File: config.mk
export PLATFORM = sky130hd
export DESIGN_NAME = pulse_filter_mc
export DESIGN_NICKNAME = d
export VERILOG_FILES = /design/src/rtl/pulse_filter_mc.sv
export SDC_FILE = /design/constraint.sdc
export NUM_CORES = 1
export LEC_CHECK = 0
export CORE_UTILIZATION = 50
export CTS_BUF_LIST = sky130_fd_sc_hd__clkbuf_4 sky130_fd_sc_hd__clkbuf_8 sky130_fd_sc_hd__clkbuf_16
export DETAILED_ROUTE_END_ITERATION = 10
export PLACE_DENSITY = 0.71
export SETUP_SLACK_MARGIN = 0.3
export SKIP_LAST_GASP = 1
export SLEW_MARGIN = 20
export SYNTH_ARGS = -nofsm -noshare
export SYNTH_HDL_FRONTEND = slang
export SYNTH_SLANG_ARGS = --single-unit
File: constraint.sdc
create_clock -name clk -period 6.7 [get_ports clk]
set_input_delay 1.34 -clock clk [delete_from_list [all_inputs] [get_ports clk]]
set_output_delay 1.34 -clock clk [all_outputs]
set_load 0.02 [all_outputs]
File: src/rtl/pulse_filter_mc.sv
// rtl/pulse_filter_mc.sv - multi-channel programmable debounce filter with registered rise/fall strobes
// Optional sticky glitch flags: define PULSE_FILT_GLITCH_EN.
module pulse_filter_mc #(
  parameter int CH          = 4,
  parameter int CNT_W       = 8,
  parameter int SYNC_STAGES = 2
) (
  input  logic             clk,
  input  logic             rst_n,
  input  logic [CNT_W-1:0] filt_len,
  input  logic [CH-1:0]    pulse_in,
`ifdef PULSE_FILT_GLITCH_EN
  input  logic [CH-1:0]    glitch_clr,
  output logic [CH-1:0]    glitch_flag,
`endif
  output logic [CH-1:0]    level_out,
  output logic [CH-1:0]    rise_pulse,
  output logic [CH-1:0]    fall_pulse
);

  localparam logic [CNT_W:0]   THR_ONE = 1;
  localparam logic [CNT_W-1:0] CNT_ONE = 1;

  logic [CH-1:0]    sync_q [SYNC_STAGES];
  logic [CNT_W-1:0] cnt_q  [CH];
  logic [CH-1:0]    s;
  logic [CNT_W:0]   thr;
  logic [CH-1:0]    hit;

  assign s = sync_q[SYNC_STAGES-1];

  // Compare one bit wider than the counter so cnt+1 can never wrap past thr.
  always_comb begin
    hit = '0;
    thr = (filt_len == '0) ? THR_ONE : {1'b0, filt_len};
    for (int i = 0; i < CH; i++) begin
      hit[i] = ({1'b0, cnt_q[i]} + THR_ONE) >= thr;
    end
  end

  always_ff @(posedge clk or negedge rst_n) begin
    if (!rst_n) begin
      for (int k = 0; k < SYNC_STAGES; k++) sync_q[k] <= '0;
      for (int i = 0; i < CH; i++) cnt_q[i] <= '0;
      level_out  <= '0;
      rise_pulse <= '0;
      fall_pulse <= '0;
    end else begin
      sync_q[0] <= pulse_in;
      for (int k = 1; k < SYNC_STAGES; k++) sync_q[k] <= sync_q[k-1];
      for (int i = 0; i < CH; i++) begin
        rise_pulse[i] <= 1'b0;
        fall_pulse[i] <= 1'b0;
        if (s[i] == level_out[i]) begin
          cnt_q[i] <= '0;
        end else if (hit[i]) begin
          level_out[i]  <= s[i];
          cnt_q[i]      <= '0;
          rise_pulse[i] <= s[i];
          fall_pulse[i] <= ~s[i];
        end else begin
          cnt_q[i] <= cnt_q[i] + CNT_ONE;
        end
      end
    end
  end

`ifdef PULSE_FILT_GLITCH_EN
  // A run that returns to the current level before confirming is a glitch; set beats clear.
  always_ff @(posedge clk or negedge rst_n) begin
    if (!rst_n) begin
      glitch_flag <= '0;
    end else begin
      for (int i = 0; i < CH; i++) begin
        if ((s[i] == level_out[i]) && (cnt_q[i] != '0)) glitch_flag[i] <= 1'b1;
        else if (glitch_clr[i])                         glitch_flag[i] <= 1'b0;
      end
    end
  end
`endif

endmodule
==> flow_metrics.tcl, run 1 <==
set metrics [dict create \
    status "completed" \
    port_buffers 25 \
    tritoncts "done" \
    core_region_area_um2 5610 \
    clock_path_buffers 2 \
    post-route-min-period_ns 3.64 \
    area_growth_pct 14.3 \
    postRouteWirelength_um 5380 \
    ir_drop_uv 107 \
    syn_nets 316 \
    hold_ws_ns 0.354 \
    cts-root-buf "clkbuf_8" \
    tightest_slew_ns 1.06 \
    gr-total-overflow 0 \
    ant_nets 0 \
    place_area_um2 3280 \
    grt_use_total_pct 19.4 \
    viasPerCell 5.50 \
    drtIter0Drc 73 \
    power.density_nw_per_um2 231 \
    grt_pass1_wl_um 9360 \
    fin_area_um2 3370 \
    antenna_found_initial 0 \
    critical_path.startpoint_type "input pin" \
    start_util_pct 52.6 \
    nNetsFinal 346 \
    synth-edff-count 0 \
    avgRoutedWirePerCell_um 14.3 \
    synth_seq_area_share_pct 44.1 \
    fin_tns_setup_ns 0 \
    htree_levels 2 \
    synth-async-reset-ratio_pct 100 \
    ys_types 52 \
    ctsResizeCount 0 \
    fmax_mhz 275 \
    postCtsHoldBufs 0 \
    finalHoldViolCount 0 \
    layout-drive-gt1-share_pct 8.55 \
    drc_errors 0 \
    syn_area_um2 2950 \
    gp_congestion 0.803 \
    rows 27 \
    rr_endpoint "level_out[3]" \
    max-cap-violations 0 \
    numCtsBuffers 5 \
    ys_ff_latch 52 \
    worstReg2RegStart "cnt_q[0]" \
    hold_class "reg2reg" \
    clk_pin_slew_ns 0.09 \
    report.final.slew_viol_count 0 \
    die_area_um2 6210 \
    hp-start "sync_q[7]" \
    ys_warn_count 0 \
    ys.flop_type "dfrtp_1" \
    hpwl_um 4040 \
    relSlewSlack_pct 28.9 \
    grt_max_degree 53 \
    die_y_um 78.8 \
    clock_latency_ns 0.30 \
    ff2ff_setup_slack_ns 4.02 \
    cp-end-kind "flop" \
    fp.dieW_um 78.8 \
    holdPathEnd "s[3]" \
    diodes 0 \
    fill_cells 498 \
    post_cts_buffers 0 \
    syn_inst 273 \
    timing.final.crit_share_pct 54.4 \
    drtPass1Iterations 4 \
    criticalPathCategory "in2reg" \
    clock_sinks 52 \
    grt_setup_unrepaired "no" \
    finalSetupViolCount 0 \
    cp_data_arrival_time_ns 3.83 \
    cp_max_fo 10 \
    via_count 2067 \
    p_total_uw 780 \
    p_leak_uw 0.00165 \
    grt_pass1_vias 2005 \
    pin_count 26 \
    critPathRequiredTime_ns 6.89 \
    min_path_cells 0 \
    synth_area_per_cell_um2 10.8 \
    rr_worst_depth 9 \
    skew_ns 0.00491 \
]
## cell families (layout without fill, tap and decap cells)
logic type | after synthesis | count (layout) | share of synthesized area, %
compound gates | 41 | 41 | 11.4
xor+xnor | 29 | 29 | 9.07
fa+ha+maj | 31 | 31 | 13.1
buf+inv | 14 | 45 | 1.82
flops | 52 | 52 | 44.1
mux | 4 | 4 | 1.65
simple gates | 102 | 102 | 18.9
## area by class of cell
type | count | area (µm²) | area share, %
Timing Repair Buffer | 26 | 253 | 7.49
Clock buffer | 6 | 82.6 | 2.45
Clock inverter | 2 | 10.0 | 0.297
Inverter | 11 | 41.3 | 1.22
Multi-Input combinational cell | 207 | 1600 | 47.3
Sequential cell | 52 | 1300 | 38.6
Tap cell | 72 | 90.1 | 2.67
## worst max-delay path by stage
stage,from,end,cells past startpoint
2_1_floorplan,filt_len[6],level_out[3],9
3_5_place_dp,filt_len[6],level_out[3],9
3_3_place_gp,filt_len[6],level_out[3],9
4_1_cts,filt_len[6],level_out[3],9
6_report,filt_len[6],level_out[3],9
5_1_grt,filt_len[6],level_out[3],9
## stage by stage
| stage | cells | util [%] | setup slack, ns |
|---|---|---|---|
| 6_report | 376 | 60.2 | 3.06 |
| 5_1_grt | 376 | 60.2 | 2.98 |
| 4_1_cts | 376 | 60.2 | 3.07 |
| 3_5_place_dp | 368 | 58.5 | 2.73 |
| 3_3_place_gp | 368 | 58.5 | 2.81 |
| 2_1_floorplan | 273 | - | 3.44 |
## cells in the final DEF (no fill, tap or decap), types with 3 or more instances in the layout
master	count
a21oi_1	8
and3_1	11
a31oi_1	4
nand3_1	20
ha_1	29
o211ai_1	3
clkbuf_8	6
xor2_1	11
inv_1	11
nand2b_1	5
xnor2_1	17
dfrtp_1	52
a211oi_1	3
nor2b_1	9
nor3b_1	4
clkdlybuf4s50_1	24
a21o_1	4
o211ai_2	3
nand2_1	16
nor2_1	20
## power breakdown
group / total (µW) / switching, µW / leakage, µW / internal [µW]
logic: 213 / 111 / 0.000909 / 102
clock network: 181 / 98.8 / 0.0000510 / 82.6
registers: 385 / 38.1 / 0.000690 / 347
total: 780 / 248 / 0.00165 / 532
## cell usage after synthesis, drive strengths merged (5+ instances only)
library cell / instances / share of area (%)
ha: 29 / 12
xnor2: 17 / 5.0
and3: 11 / 2.3
nand2b: 5 / 1.1
a21oi: 8 / 1.4
inv: 11 / 1.4
nand2: 16 / 2.0
xor2: 11 / 3.3
o211ai: 6 / 2.0
dfrtp: 52 / 44
nor2b: 9 / 1.9
nor2: 22 / 3.1
nand3: 22 / 4.1
## flip-flops by register name (all words and copies together) (netlist names)
register,cells
cnt_q,32
fall_pulse,4
level_out,4
rise_pulse,4
s,4
sync_q,4
## critical path, cell delays in order
cell and delay, ns:
clkdlybuf4s50_1 0.67, nor2_1 0.08, a41o_1 0.29, ha_1 0.28, nand2b_1 0.15, a211oi_1 0.23
o311ai_1 0.16, o22ai_4 0.31, mux2_4 0.33
## per-layer routing
metal,global-route usage (%),share of wire (%),vias to the layer above
met1,26.6,48,1007
met3,2.87,2.2,9
met5,0,0,-
met4,7.45,1.8,0
met2,31.1,48,20
li1,-,-,1031
Power figures use the tool's default switching activity.
==> run 2: changes to the inputs <==
==> constraint.sdc (replaced) <==
create_clock -name clk -period 3.5 [get_ports clk]
set_input_delay 0.7 -clock clk [delete_from_list [all_inputs] [get_ports clk]]
set_output_delay 0.7 -clock clk [all_outputs]
set_load 0.02 [all_outputs]
==> run 2 against run 1 <==
Effect of this change: register-to-register slack worse by 3.2 ns; count of clock-buffer cells in the layout rose by 1; wire length shrank 0.43%; sequential cell count stayed put; core utilization grew 1.0 points; worst hold slack lost 0.00056 ns; largest cell class unchanged; via count increased by 0.48%; sequential power up 92%; combinational power is 93% higher; worst setup slack got worse by 2.4 ns; clock skew rose by 0.0057 ns.
==> flow_metrics.tcl, run 2 (synthesis results as in run 1) <==
set metrics [dict create \
    swShare_pct 30.3 \
    clock_path_buffers 2 \
    power.density_nw_per_um2 466 \
    final_common_cell "dfrtp_1" \
    dp_slack_ns 0.337 \
    largest_register_ffs 32 \
    cpMaxStageDelayCell "clkdlybuf4s50_1" \
    cp_max_fo 10 \
    clock_sinks 52 \
    avgRoutedWirePerCell_um 14.1 \
    finalSetupViolCount 0 \
    p_leak_uw 0.00168 \
    die_y_um 78.8 \
    start_util_pct 52.6 \
    power_frac_seq_pct 46.2 \
    clock_latency_ns 0.31 \
    ctsResizeCount 0 \
    fill_cells 485 \
    fin_ws_ns 0.637 \
    antenna_found_initial 0 \
    postCtsHoldBufs 0 \
    pin_count 26 \
    regMostFlops "cnt_q" \
    postRouteWirelength_um 5360 \
    ant_nets 0 \
    skew_ns 0.0106 \
    tritoncts "done" \
    layout-drive-gt1-share_pct 9.45 \
    port_buffers 25 \
    relSlewSlack_pct 55.0 \
    grt_setup_unrepaired "no" \
    core_region_area_um2 5610 \
    grt_use_total_pct 19.5 \
    hold_ws_ns 0.354 \
    max-cap-violations 0 \
    fmax_mhz 349 \
    ir_drop_uv 257 \
    cp-end-kind "flop" \
    power_frac_comb_pct 25.7 \
    status "completed" \
    critical_path.startpoint_type "input pin" \
    finalHoldViolCount 0 \
    rows 27 \
    drtPass1Iterations 4 \
    via_count 2077 \
    post_cts_buffers 0 \
    criticalPathCategory "in2reg" \
    clk_pin_slew_ns 0.08 \
    gp_congestion 0.841 \
    final_cells 379 \
    seqCellArea_um2 1300 \
    hpwl_um 3990 \
    cp_data_arrival_time_ns 3.06 \
    viasPerCell 5.48 \
    report.final.slew_viol_count 0 \
    grt_pass1_vias 2039 \
    pwr-share-clk_pct 28.1 \
    post-route-util_pct 61.2 \
    gr-total-overflow 0 \
    multi_input_area_um2 1600 \
    power.switching_uw 485 \
    timing.final.crit_share_pct 81.8 \
    grt_pass1_wl_um 9410 \
    intPower_uw 1110 \
    drc_errors 0 \
    die_area_um2 6210 \
    ff2ff_setup_slack_ns 0.77 \
    fp.dieW_um 78.8 \
    htree_levels 2 \
    numCtsBuffers 5 \
    critPathRequiredTime_ns 3.69 \
    final_cell_mix "dfrtp_1, ha_1, clkdlybuf4s50_1" \
    post-route-min-period_ns 2.86 \
    crit_chain "clkdlybuf4s50_1 > nor3_1 > a41o_1 > ha_1 > nand2b_1 > a211oi_1 > o311ai_1 > o22ai_4 > mux2_4" \
    diodes 0 \
    drtIter0Drc 69 \
    area_growth_pct 16.2 \
    cts-root-buf "clkbuf_8" \
    slowest_delay_ns 0.46 \
    grt_max_degree 30 \
    placed_cells_incl_taps 371 \
    nNetsFinal 349 \
    tightest_slew_ns 0.675 \
    fin_tns_setup_ns 0 \
    hold_class "reg2reg" \
]
[run 2: final cells by class]
type	count	area share [%]
multi-input cells	207	46.5
clock inverters	1	0.875
flip-flops and latches	52	37.9
clock buffers	7	2.81
inverters	11	1.20
repair buffers	29	8.02
well taps	72	2.63
[run 2: power by group through the flow]
stage	sequential (µW)	clock [µW]	combinational [µW]
after floorplan	749	0	272
after global placement	749	0	402
after detailed placement	751	0	407
after CTS	739	462	415
after global routing	750	480	466
final	739	449	411
[run 2: final timing paths]
path	start	to	cells past startpoint
worst max-delay path	filt_len[2]	level_out[3]	9
worst min-delay path	sync_q[7]	s[3]	0
worst max register to register	cnt_q[0]	level_out[3]	9
worst min register to register	sync_q[7]	s[3]	0
max in group asynchronous	rst_n	cnt_q[15]	2
min in group asynchronous	rst_n	fall_pulse[0]	1
[run 2: through the flow]
step                      instance area (µm²)  total power (µW)
after floorplan                          2950              1020
after detailed placement                 3300              1160
after CTS                                3430              1620
after global placement                   3300              1150
after global routing                     3430              1700
final                                    3430              1600
[run 2: per-layer routing]
layer	GRT usage, %	up-vias	share of wire (%)
met5	0	-	0
met4	6.36	0	1.2
met3	4.25	6	2.7
met2	32.3	28	48
met1	25.4	1005	48
li1	-	1038	-
[run 2: worst max-delay path, delay by kind of cell]
family | cells | cell delay [ns]
muxes | 1 | 0.33
AOI/OAI and AO/OA | 4 | 0.96
buffers and inverters | 1 | 0.46
adders and majority gates | 1 | 0.25
and+or+nand+nor | 2 | 0.34
==> run 3: changes to the inputs <==
==> constraint.sdc (replaced) <==
create_clock -name clk -period 2.7 [get_ports clk]
set_input_delay 0.54 -clock clk [delete_from_list [all_inputs] [get_ports clk]]
set_output_delay 0.54 -clock clk [all_outputs]
set_load 0.02 [all_outputs]
==> run 3 against run 2 <==
Effect of this change: global-route usage grew 2.0 points; clock power is 2% lower; first-iteration DRC count is 57% higher; critical endpoint is now level_out[2]; largest power group unchanged; highest routed layer unchanged.
==> flow_metrics.tcl, run 3 (synthesis results as in run 1) <==
set metrics [dict create \
    cp-startpoint "cnt_q[8]" \
    place_area_um2 3430 \
    cp_max_fo 3 \
    clock_latency_ns 0.31 \
    slowest_delay_ns 0.42 \
    rr_endpoint "level_out[2]" \
    ir_drop_uv 504 \
    tightest_slew_ns 0.587 \
    p_total_uw 2220 \
    skew_ns 0.00843 \
    gr-total-overflow 0 \
    drtPass1Iterations 4 \
    start_util_pct 52.6 \
    fin_ws_ns 0.211 \
    cp-end-kind "flop" \
    status "completed" \
    postRouteWirelength_um 6550 \
    tritoncts "done" \
    cpMaxStageDelayCell "dfrtp_1" \
    numCtsBuffers 5 \
    post-route-util_pct 70.3 \
    htree_levels 2 \
    area_growth_pct 33.6 \
    power.density_nw_per_um2 564 \
    clock_path_buffers 2 \
    critPathRequiredTime_ns 2.89 \
    swShare_pct 33.7 \
    regMostFlops "cnt_q" \
    die_y_um 78.8 \
    fmax_mhz 402 \
    antenna_found_initial 0 \
    pin_count 26 \
    postCtsHoldBufs 0 \
    p_leak_uw 0.00191 \
    hpwl_um 4380 \
    pwr-share-clk_pct 19.8 \
    fp.dieW_um 78.8 \
    drtIter0Drc 108 \
    worstReg2RegStart "cnt_q[8]" \
    ant_nets 0 \
    max-cap-violations 0 \
    rows 27 \
    layout-drive-gt1-share_pct 30.4 \
    fin_area_um2 3940 \
    avgRoutedWirePerCell_um 16.1 \
    rr_worst_depth 10 \
    power_frac_comb_pct 37.6 \
    cp_common_cell "mux2_4" \
    power_frac_seq_pct 42.6 \
    dp_slack_ns -0.195 \
    grt_max_degree 29 \
    hold_class "in2async" \
    report.final.slew_viol_count 0 \
    grt_pass1_wl_um 10300 \
    port_buffers 25 \
    cp_data_arrival_time_ns 2.68 \
    finalHoldViolCount 0 \
    core_region_area_um2 5610 \
    power.switching_uw 750 \
    gp_congestion 0.777 \
    relSlewSlack_pct 60.8 \
    clock_sinks 52 \
    largest_register_ffs 32 \
    crit_chain "buf_6 > nand2_4 > nor2_4 > nand3_2 > xnor2_2 > ha_1 > mux2_4 > a221o_1 > nand2_2 > mux2_4" \
    grt_pass1_vias 2207 \
    intPower_uw 1470 \
    clk_pin_slew_ns 0.09 \
    post-route-min-period_ns 2.49 \
    finalSetupViolCount 0 \
    grt_setup_unrepaired "yes" \
    final_cell_mix "dfrtp_1, buf_4, ha_1" \
    final_common_cell "dfrtp_1" \
    timing.final.crit_share_pct 92.2 \
    criticalPathCategory "reg2reg" \
    via_count 2268 \
    die_area_um2 6210 \
    grt_use_total_pct 21.5 \
    viasPerCell 5.56 \
    diodes 0 \
    cts-root-buf "clkbuf_8" \
    drc_errors 0 \
    critical_path.startpoint_type "flop" \
    nNetsFinal 379 \
    ff2ff_setup_slack_ns 0.21 \
]
[run 3: cell count changes in the layout (fill, tap and decap cells not counted), sizes merged]
cell,change
bufinv,-1
clkinv,+1
dlymetal6s2s,+1
dlygate4sd2,+5
buf,+30
clkdlybuf4s50,-8
clkdlybuf4s15,+1
[run 3: layer usage]
layer,routed length [µm],global-route usage (%)
met5,0,0
met4,144,8.91
met3,131,3.45
met2,3230,35.2
met1,3050,28.4
[run 3: critical path: cells and delay by family (launching register included)]
family | cells | cell delay, ns
flip-flops | 1 | 0.42
buffers and inverters | 1 | 0.14
adder cells (fa/ha/maj) | 1 | 0.32
AND/OR/NAND/NOR | 4 | 0.40
multiplexers | 2 | 0.57
AO/OA/AOI/OAI | 1 | 0.35
XOR/XNOR | 1 | 0.17
[run 3: metrics by stage]
step                      hold WS, ns  setup TNS (ns)  std cells
after floorplan                 0.244               0        273
after global placement          0.333           -3.65        384
after detailed placement        0.336           -4.95        384
after CTS                       0.229               0        397
after global routing            0.259               0        408
final                           0.219               0        408
[run 3: what timing repair did]
action / 4_1_cts / 5_1_grt
setup endpoints to repair: 44 / 42
resized for setup: 25 / 45
setup buffers: 6 / 10
pin swaps: 12 / 29
gates cloned: 0 / 1
[run 3: worst max-delay path by stage]
stage                   end  slack (ns)
5_1_grt        level_out[2]        0.16
3_3_place_gp   level_out[0]       -0.15
2_1_floorplan  level_out[3]        0.30
6_report       level_out[2]        0.21
4_1_cts        level_out[2]        0.26
3_5_place_dp   level_out[2]       -0.19
[run 3: area by class of cell]
class / count / area [µm²]
clock buffers: 6 / 76.3
clock inverters: 1 / 5.00
fillers: 402 / 1660
inverters: 11 / 41.3
multi-input cells: 207 / 1910
flip-flops and latches: 52 / 1300
well taps: 72 / 90.1
repair buffers: 59 / 519
[run 3: power by group through the flow]
stage | clock network (µW) | logic, µW | registers [µW]
detailed placement | 0 | 624 | 955
CTS | 449 | 684 | 932
global placement | 0 | 612 | 950
floorplan | 0 | 371 | 972
finish | 440 | 836 | 948
global route | 477 | 917 | 960
